--- config.mk ---
export PLATFORM = sky130hd
export DESIGN_NAME = pipelined_barrel_shifter_flat
export DESIGN_NICKNAME = d
export VERILOG_FILES = /design/src/rtl/pipelined_barrel_shifter_if.sv /design/src/rtl/pipelined_barrel_shifter.sv /design/src/flat_wrapper.sv
export SDC_FILE = /design/constraint.sdc
export NUM_CORES = 1
export LEC_CHECK = 0
export BUFFER_PORTS_ARGS = -buffer_cell sky130_fd_sc_hd__clkbuf_2
export CAP_MARGIN = 15
export CORE_ASPECT_RATIO = 0.5
export CORE_MARGIN = 4
export CORE_UTILIZATION = 60
export DETAILED_ROUTE_END_ITERATION = 10
export PLACE_DENSITY = 0.8
export SLEW_MARGIN = 40
export SYNTH_ARGS = -nofsm -noshare
export SYNTH_HDL_FRONTEND = slang
export SYNTH_SLANG_ARGS = --single-unit
export TNS_END_PERCENT = 10
--- constraint.sdc ---
create_clock -name clock -period 10 [get_ports clock]
set_clock_uncertainty 0.1 [all_clocks]
set_input_delay 1.5 -clock clock [delete_from_list [all_inputs] [get_ports clock]]
set_output_delay 1.5 -clock clock [all_outputs]
set_load 0.01 [all_outputs]
--- src/rtl/pipelined_barrel_shifter_if.sv ---
// pipelined_barrel_shifter_if: operand/result handshake bundle of the pipelined barrel shifter
interface pipelined_barrel_shifter_if #(
  parameter int WIDTH = 32,
  parameter int SHAMT_W = 5,
  parameter int TAG_W = 5
);
  logic in_valid, in_ready, out_valid, out_ready;
  logic [WIDTH-1:0] data_input, data_output;
  logic [SHAMT_W-1:0] shamt;
  logic [1:0] op;
  logic [TAG_W-1:0] tag_in, tag_out;
  modport master (
    output in_valid, data_input, shamt, op, tag_in, out_ready,
    input in_ready, out_valid, data_output, tag_out
  );
  modport slave (
    input in_valid, data_input, shamt, op, tag_in, out_ready,
    output in_ready, out_valid, data_output, tag_out
  );
endinterface

--- src/rtl/pipelined_barrel_shifter.sv ---
// pipelined_barrel_shifter: log2(WIDTH)-level SLL/SRL/SRA/ROR shifter, one register stage per level
module pipelined_barrel_shifter #(
  parameter int WIDTH = 32,
  parameter int SHAMT_W = 5,
  parameter int TAG_W = 5
) (
  input logic clock,
  input logic reset,
  input logic flush,
  pipelined_barrel_shifter_if.slave bus
);
  logic [WIDTH-1:0] d_q [SHAMT_W];
  logic [WIDTH-1:0] d_in [SHAMT_W];
  logic [WIDTH-1:0] d_nx [SHAMT_W];
  logic [SHAMT_W-1:0] s_q [SHAMT_W];
  logic [SHAMT_W-1:0] s_in [SHAMT_W];
  logic [1:0] op_q [SHAMT_W];
  logic [1:0] op_in [SHAMT_W];
  logic [TAG_W-1:0] t_q [SHAMT_W];
  logic [TAG_W-1:0] t_in [SHAMT_W];
  logic sg_q [SHAMT_W];
  logic sg_in [SHAMT_W];
  logic [SHAMT_W-1:0] v_q;
  logic stall;
  // The sign is latched at acceptance so SRA fill never depends on intermediate MSBs
  function automatic logic [WIDTH-1:0] shift_by(input logic [WIDTH-1:0] x, input logic [1:0] o,
                                                input logic sg, input int s);
    logic [WIDTH-1:0] fill;
    fill = ~({WIDTH{1'b1}} >> s);
    return o == 2'd0 ? x << s :
           o == 2'd1 ? x >> s :
           o == 2'd2 ? (x >> s) | (sg ? fill : '0) : (x >> s) | (x << (WIDTH - s));
  endfunction
  assign stall = v_q[SHAMT_W-1] && !bus.out_ready;
  assign bus.in_ready = !stall;
  assign bus.out_valid = v_q[SHAMT_W-1];
  assign bus.data_output = d_q[SHAMT_W-1];
  assign bus.tag_out = t_q[SHAMT_W-1];
  always_comb begin
    d_in[0] = bus.data_input;
    s_in[0] = bus.shamt;
    op_in[0] = bus.op;
    t_in[0] = bus.tag_in;
    sg_in[0] = bus.data_input[WIDTH-1];
    for (int k = 1; k < SHAMT_W; k++) begin
      d_in[k] = d_q[k-1];
      s_in[k] = s_q[k-1];
      op_in[k] = op_q[k-1];
      t_in[k] = t_q[k-1];
      sg_in[k] = sg_q[k-1];
    end
    for (int k = 0; k < SHAMT_W; k++)
      d_nx[k] = s_in[k][SHAMT_W-1-k] ? shift_by(d_in[k], op_in[k], sg_in[k], WIDTH >> (k + 1)) : d_in[k];
  end
  always_ff @(posedge clock or posedge reset)
    if (reset) begin
      v_q <= '0;
      for (int k = 0; k < SHAMT_W; k++) begin
        d_q[k] <= '0;
        s_q[k] <= '0;
        op_q[k] <= '0;
        t_q[k] <= '0;
        sg_q[k] <= 1'b0;
      end
    end else if (flush) v_q <= '0;
    else if (!stall) begin
      v_q <= {v_q[SHAMT_W-2:0], bus.in_valid};
      for (int k = 0; k < SHAMT_W; k++) begin
        d_q[k] <= d_nx[k];
        s_q[k] <= s_in[k];
        op_q[k] <= op_in[k];
        t_q[k] <= t_in[k];
        sg_q[k] <= sg_in[k];
      end
    end
endmodule

--- src/flat_wrapper.sv ---
// flat-port wrapper written by rule: the top's interface ports become plain ports
module pipelined_barrel_shifter_flat 
#(
  parameter int WIDTH = 32,
  parameter int SHAMT_W = 5,
  parameter int TAG_W = 5
)
  (clock, reset, flush, bus_in_valid, bus_data_input, bus_shamt, bus_op, bus_tag_in, bus_out_ready, bus_in_ready, bus_out_valid, bus_data_output, bus_tag_out);
  pipelined_barrel_shifter_if #(.WIDTH(WIDTH), .SHAMT_W(SHAMT_W), .TAG_W(TAG_W)) bus_i ();
  input logic clock;
  input logic reset;
  input logic flush;
  input wire logic [$bits(bus_i.in_valid)-1:0] bus_in_valid;
  input wire logic [$bits(bus_i.data_input)-1:0] bus_data_input;
  input wire logic [$bits(bus_i.shamt)-1:0] bus_shamt;
  input wire logic [$bits(bus_i.op)-1:0] bus_op;
  input wire logic [$bits(bus_i.tag_in)-1:0] bus_tag_in;
  input wire logic [$bits(bus_i.out_ready)-1:0] bus_out_ready;
  output wire logic [$bits(bus_i.in_ready)-1:0] bus_in_ready;
  output wire logic [$bits(bus_i.out_valid)-1:0] bus_out_valid;
  output wire logic [$bits(bus_i.data_output)-1:0] bus_data_output;
  output wire logic [$bits(bus_i.tag_out)-1:0] bus_tag_out;
  assign bus_i.in_valid = bus_in_valid;
  assign bus_i.data_input = bus_data_input;
  assign bus_i.shamt = bus_shamt;
  assign bus_i.op = bus_op;
  assign bus_i.tag_in = bus_tag_in;
  assign bus_i.out_ready = bus_out_ready;
  assign bus_in_ready = bus_i.in_ready;
  assign bus_out_valid = bus_i.out_valid;
  assign bus_data_output = bus_i.data_output;
  assign bus_tag_out = bus_i.tag_out;
  pipelined_barrel_shifter #(.WIDTH(WIDTH), .SHAMT_W(SHAMT_W), .TAG_W(TAG_W)) u_core (.clock(clock), .reset(reset), .flush(flush), .bus(bus_i));
endmodule
==> results.sh, run 1 <==
export IMPL_outcome="complete, no violations"
export IMPL_nets=1255
export IMPL_clkTransAtPathRegs_ps=60
export IMPL_fmax_mhz=263
export IMPL_layout_drive_gt1_share=0.143
export IMPL_worstPathMaxFanout=13
export IMPL_vias=9763
export IMPL_numCtsBuffers=20
export IMPL_power_internal_mw=1.77
export IMPL_leakagePower_nw=5.18
export IMPL_power_switching_mw=0.930
export IMPL_power_frac_comb=0.257
export IMPL_grt_pass1_vias=9201
export IMPL_cts_setup_buffers=0
export IMPL_irDropWorstVdd_mv=0.116
export IMPL_min_from="u_core.t_in[18]"
export IMPL_yosys_area_top_type="dfrtp_1"
export IMPL_n_antenna_cell=0
export IMPL_finalSetupViolations=0
export IMPL_sw_frac_of_total=0.344
export IMPL_wirelength_um=29400
export IMPL_worstPathRequired_ps=8400
export IMPL_powerDensity_nw_per_um2=214
export IMPL_holdPathEnd="u_core.t_in[13]"
export IMPL_synth_most_common_cell="dfrtp_1"
export IMPL_place_congestion=0.841
export IMPL_critPathKind="in -> out"
export IMPL_cap_violations=0
export IMPL_synthArstFlopShare=1.00
export IMPL_syn_avg_cell_area_um2=9.58
export IMPL_io_pins=88
export IMPL_grt_pass1_wl_um=49300
export IMPL_yosys_area_top_type_share=0.451
export IMPL_critPathMostFrequentCell="clkbuf_2"
export IMPL_grt_usage=0.269
export IMPL_period_share=0.380
export IMPL_max_clock_path_buffers=3
export IMPL_whs_path_depth=1
export IMPL_synth_flop_cell="dfrtp_1"
export IMPL_rr_startpoint="u_core.v_q[4]"
export IMPL_core_area_um2=18800
export IMPL_hold_buffers=0
export IMPL_row_count=35
export IMPL_r2r_setup_slack_ps=7330
export IMPL_root_buffer="clkbuf_16"
export IMPL_tns_ps=0
export IMPL_numClockSinks=212
export IMPL_synthCells=1227
export IMPL_critPathTopFamily="buffers and inverters"
export IMPL_die_w_um=206
export IMPL_p_seq_frac=0.465
export IMPL_port_buffers=87
export IMPL_drt_first_iter_violations=1263
export IMPL_grt_max_degree=139
export IMPL_grt_overflow=0
export IMPL_route_detailed_drc=0
export IMPL_firstDrtPassIters=6
export IMPL_syn_nets=1276
export IMPL_worstMarginPinSlew_ps=828
export IMPL_r2r_end="u_core.sg_in[0]"
export IMPL_antenna_found_initial=0
export IMPL_rr_worst_depth=6
export IMPL_cp_slowest_stage_delay_ps=320
export IMPL_relSlewSlack=0.448
export IMPL_synth_edff_count=0
export IMPL_cts_tree="built"
export IMPL_end_kind="output pin"
export IMPL_min_path_type="reg -> reg"
export IMPL_finalPower_mw=2.70
export IMPL_ys_warn_count=0
export IMPL_synth_seq_cells=212
export IMPL_wl_per_cell_um=19.8
export IMPL_h_tree_depth=1
export IMPL_grt_setup_unrepaired="no"
export IMPL_vias_per_cell=6.60
export IMPL_hpwl_um=18300
export IMPL_ys_seq_area_frac=0.451
export IMPL_ant_nets=0
export IMPL_dieHeight_um=107
export IMPL_p_clk_frac=0.277
export IMPL_slew_viol_final=0
export IMPL_clk_latency_ps=500
export IMPL_slowest_stage="nor2b_4"
export IMPL_synthTopCellsByArea="dfrtp_1 (45%), o31ai_1 (7.0%), o21ai_0 (6.9%)"
export IMPL_worstSetupStartpointType="primary input"
export IMPL_synth_area_um2=11800
export IMPL_cp_cell_sequence="clkbuf_2 -> nor2b_4 -> inv_2 -> clkbuf_2"
export IMPL_synth_common_cells="dfrtp_1 (212), o21ai_0 (161), nor2_1 (135), o31ai_1 (109), clkbuf_1 (96)"
export IMPL_fill_cells=1500
export IMPL_cp_startpoint="bus_out_ready"
export IMPL_period_needed_ps=3800
export IMPL_ys_types=34
export IMPL_syn_to_final_growth_pct=7.22
export IMPL_path_buf_inv=3
export IMPL_start_util=0.624
export IMPL_post_cts_resized=0
export IMPL_arrival_ps=2200
export IMPL_hold_viol=0
export IMPL_die_area_um2=22000
## worst max-delay path by stage
stage,end,slack (ps),cells past startpoint
after floorplan,u_core.bus.data_output[0],2610,1
final,bus_in_ready,6200,4
after detailed placement,u_core.t_in[17],5360,6
after global routing,bus_in_ready,6110,4
after global placement,u_core.bus.tag_out[1],5450,6
after CTS,bus_in_ready,5720,4
## layout make-up
class	instances	area [um^2]	share of cell area
clock buffer	29	576	0.0456
clock inverter	7	63.8	0.00506
inverter	22	95.1	0.00754
multi-input combinational	847	5640	0.447
sequential	212	5310	0.421
tap	259	324	0.0257
timing repair buffer	103	602	0.0477
## cell families after synthesis
logic type,after synthesis,synth area share
flip-flops,212,0.451
multiplexers,79,0.0751
AND/OR/NAND/NOR,278,0.120
AO/OA/AOI/OAI,490,0.283
buffers and inverters,168,0.0704
## sequential cells by signal, indices dropped and copies added, names as in the netlist
| register | flops |
|---|---|
| u_core.t_in | 20 |
| u_core.op_in | 8 |
| u_core.bus.tag_out | 5 |
| u_core.bus.data_output | 32 |
| u_core.d_in | 128 |
| u_core.v_q | 5 |
| u_core.s_in | 10 |
| u_core.sg_in | 4 |
## worst reg2reg max path: stages, from the launching register on
cell	delay, ps
dfrtp_1	340
nor2b_4	350
inv_2	140
nand2b_4	300
buf_12	300
buf_4	570
mux2_1	440
## cells in the final DEF, fill, tap and decap left out, types with 13 or more instances in the layout
| cell type | Yosys | routed |
|---|---|---|
| o21ai_0 | 161 | 161 |
| a2bb2oi_1 | 22 | 22 |
| clkbuf_2 | 0 | 86 |
| inv_1 | 17 | 16 |
| a211oi_1 | 82 | 82 |
| clkbuf_16 | 0 | 21 |
| dfrtp_1 | 212 | 208 |
| a221oi_1 | 23 | 23 |
| nand2_1 | 31 | 31 |
| mux2_2 | 13 | 13 |
| o211a_1 | 16 | 16 |
| mux2_1 | 57 | 57 |
| o21ai_1 | 36 | 36 |
| nor2_1 | 135 | 135 |
| nor3b_1 | 82 | 82 |
| o31ai_1 | 109 | 109 |
## per-layer routing
metal  global-route usage  wire (um)  share of wire  vias up
li1                     -          -              -     4508
met5                    0          0              0        -
met1                0.421      13900           0.47     4785
met2                0.403      12600           0.43      431
met4               0.0417        405          0.014        0
met3               0.0411       2450          0.084       39
## through the flow
step	std cells	setup slack [ps]	area, um^2	util	hold WS, ps
after detailed placement	1441	5360	11900	0.633	373
after floorplan	1227	2610	11800	-	354
after CTS	1477	5720	12600	0.667	386
final	1479	6200	12600	0.670	384
after global placement	1441	5450	11900	0.632	363
after global routing	1479	6110	12600	0.670	389
## power groups by stage
| stage | clock (mW) | combinational [mW] | sequential [mW] |
|---|---|---|---|
| after global placement | 0 | 0.668 | 1.25 |
| after global routing | 0.797 | 0.778 | 1.28 |
| final | 0.749 | 0.696 | 1.26 |
| after floorplan | 0 | 0.543 | 1.19 |
| after detailed placement | 0 | 0.690 | 1.26 |
| after CTS | 0.757 | 0.695 | 1.25 |
No activity file was read; power rests on OpenSTA's default activity.
==> inputs of run 2 (changes only) <==
- CORE_UTILIZATION: 60 -> 55
- PLACE_DENSITY: 0.8 -> 0.77
- clock period: 10 -> 3.06 ns (I/O delays scaled with it)
==> results.sh, run 2 (synthesized netlist as in run 1, its figures left out) <==
export IMPL_wirelength_um=29000
export IMPL_clk_latency_ps=490
export IMPL_place_congestion=0.878
export IMPL_vias=9727
export IMPL_max_clock_path_buffers=3
export IMPL_grt_usage=0.237
export IMPL_cts_tree="built"
export IMPL_ant_nets=0
export IMPL_fin_cells=1505
export IMPL_io_pins=88
export IMPL_power_internal_mw=5.91
export IMPL_start_util=0.566
export IMPL_power_frac_comb=0.263
export IMPL_core_area_um2=20800
export IMPL_cap_violations=0
export IMPL_finalPower_mw=8.93
export IMPL_placedCellCount=1467
export IMPL_h_tree_depth=1
export IMPL_grt_max_degree=165
export IMPL_met3_usage=0.0335
export IMPL_use_met2=0.348
export IMPL_post_cts_resized=0
export IMPL_numClockSinks=212
export IMPL_vias_per_cell=6.46
export IMPL_numCtsBuffers=21
export IMPL_setup_ws_ps=1180
export IMPL_irDropWorstVdd_mv=0.301
export IMPL_min_path_type="in -> reg"
export IMPL_route_detailed_drc=0
export IMPL_grt_setup_unrepaired="no"
export IMPL_outcome="complete, no violations"
export IMPL_most_common_layout_cells="dfrtp_1 (212), o21ai_0 (161), nor2_1 (135)"
export IMPL_clkTransAtPathRegs_ps=60
export IMPL_leakagePower_nw=5.25
export IMPL_row_count=37
export IMPL_relSlewSlack=0.547
export IMPL_worstSetupStartpointType="flip-flop"
export IMPL_dieHeight_um=111
export IMPL_fin_hold_ws_ps=77.7
export IMPL_nets=1267
export IMPL_period_needed_ps=1880
export IMPL_n_antenna_cell=0
export IMPL_power_switching_mw=3.02
export IMPL_worstMarginPinSlew_ps=676
export IMPL_drt_first_iter_violations=996
export IMPL_grt_pass1_wl_um=48500
export IMPL_syn_to_final_growth_pct=8.62
export IMPL_period_share=0.614
export IMPL_worstPathMaxFanout=67
export IMPL_hold_viol=0
export IMPL_arrival_ps=2160
export IMPL_root_buffer="clkbuf_16"
export IMPL_layout_drive_gt1_share=0.147
export IMPL_grt_overflow=0
export IMPL_slew_viol_final=0
export IMPL_mostFrequentLayoutCell="dfrtp_1"
export IMPL_busiest_layer="met1"
export IMPL_fmax_mhz=532
export IMPL_p_seq_frac=0.452
export IMPL_die_w_um=215
export IMPL_port_buffers=87
export IMPL_grt_pass1_vias=9101
export IMPL_cts_setup_buffers=0
export IMPL_sw_frac_of_total=0.338
export IMPL_wl_per_cell_um=19.3
export IMPL_finalSetupViolations=0
export IMPL_p_clk_frac=0.285
export IMPL_firstDrtPassIters=5
export IMPL_powerDensity_nw_per_um2=699
export IMPL_worstPathRequired_ps=3340
export IMPL_hpwl_um=18700
export IMPL_met1_usage=0.380
export IMPL_antenna_found_initial=0
export IMPL_largest_register_ffs=128
export IMPL_end_kind="flip-flop"
export IMPL_die_area_um2=23900
export IMPL_pre_cts_slack_ps=1030
export IMPL_critPathKind="reg -> reg"
run 2: cell types whose count changed in the layout (fill, tap and decap cells not counted), sizes merged:
| cell | delta |
|---|---|
| clkinvlp | +3 |
| bufinv | +1 |
| buf | +10 |
| inv | -1 |
| dlygate4sd3 | +1 |
| clkinv | -2 |
run 2: repair_timing:
| item | 4_1_cts | 5_1_grt |
|---|---|---|
| hold buffers | 1 | 0 |
| endpoints found under the hold margin | 19 | 0 |
| setup endpoints to repair | 0 | 0 |
run 2: path summary, 6_finish.rpt:
path | from | endpoint | slack [ps] | depth (start not counted)
worst min register to register | u_core.s_in[11] | u_core.s_in[6] | 380 | 1
worst max register to register | u_core.v_q[4] | u_core.bus.data_output[7] | 1180 | 6
max in group asynchronous | reset | u_core.s_in[15] | 1500 | 4
min in group asynchronous | reset | u_core.d_in[19] | 510 | 3
worst max-delay path | u_core.v_q[4] | u_core.bus.data_output[7] | 1180 | 6
worst min-delay path | bus_tag_in[3] | u_core.t_in[18] | 80 | 2
run 2: power by group through the flow:
stage | Sequential [mW] | Clock [mW] | Combinational [mW]
global placement | 4.03 | 0 | 2.28
floorplan | 3.89 | 0 | 1.78
finish | 4.04 | 2.54 | 2.35
detailed placement | 4.06 | 0 | 2.35
global route | 4.11 | 2.71 | 2.62
CTS | 4.01 | 2.59 | 2.36
run 2: final cells by class:
type                       count  area (um^2)
fill                        1739         8010
multi-input combinational    847         5640
sequential                   212         5310
timing repair buffer         114          731
clock buffer                  29          576
tap                          273          342
clock inverter                 8         95.1
inverter                      22         86.3
run 2: routing by layer:
| layer | wire, um | up-vias |
|---|---|---|
| li1 | - | 4544 |
| met1 | 14400 | 4796 |
| met2 | 12400 | 359 |
| met3 | 1760 | 28 |
| met4 | 373 | 0 |
| met5 | 0 | - |
run 2: through the flow:
| stage | utilization | TNS [ps] | area [um^2] |
|---|---|---|---|
| 3_5_place_dp | 0.582 | 0 | 12100 |
| 2_1_floorplan | - | -54100 | 11800 |
| 6_report | 0.614 | 0 | 12800 |
| 5_1_grt | 0.614 | 0 | 12800 |
| 4_1_cts | 0.614 | 0 | 12800 |
| 3_3_place_gp | 0.582 | 0 | 12100 |
run 2: worst max-delay path, cell delays in order (launching register included):
cell and delay [ps]:
dfrtp_1 390, nor2b_4 150, inv_2 110, nand2b_4 200
buf_12 270, buf_12 210, o31ai_1 290
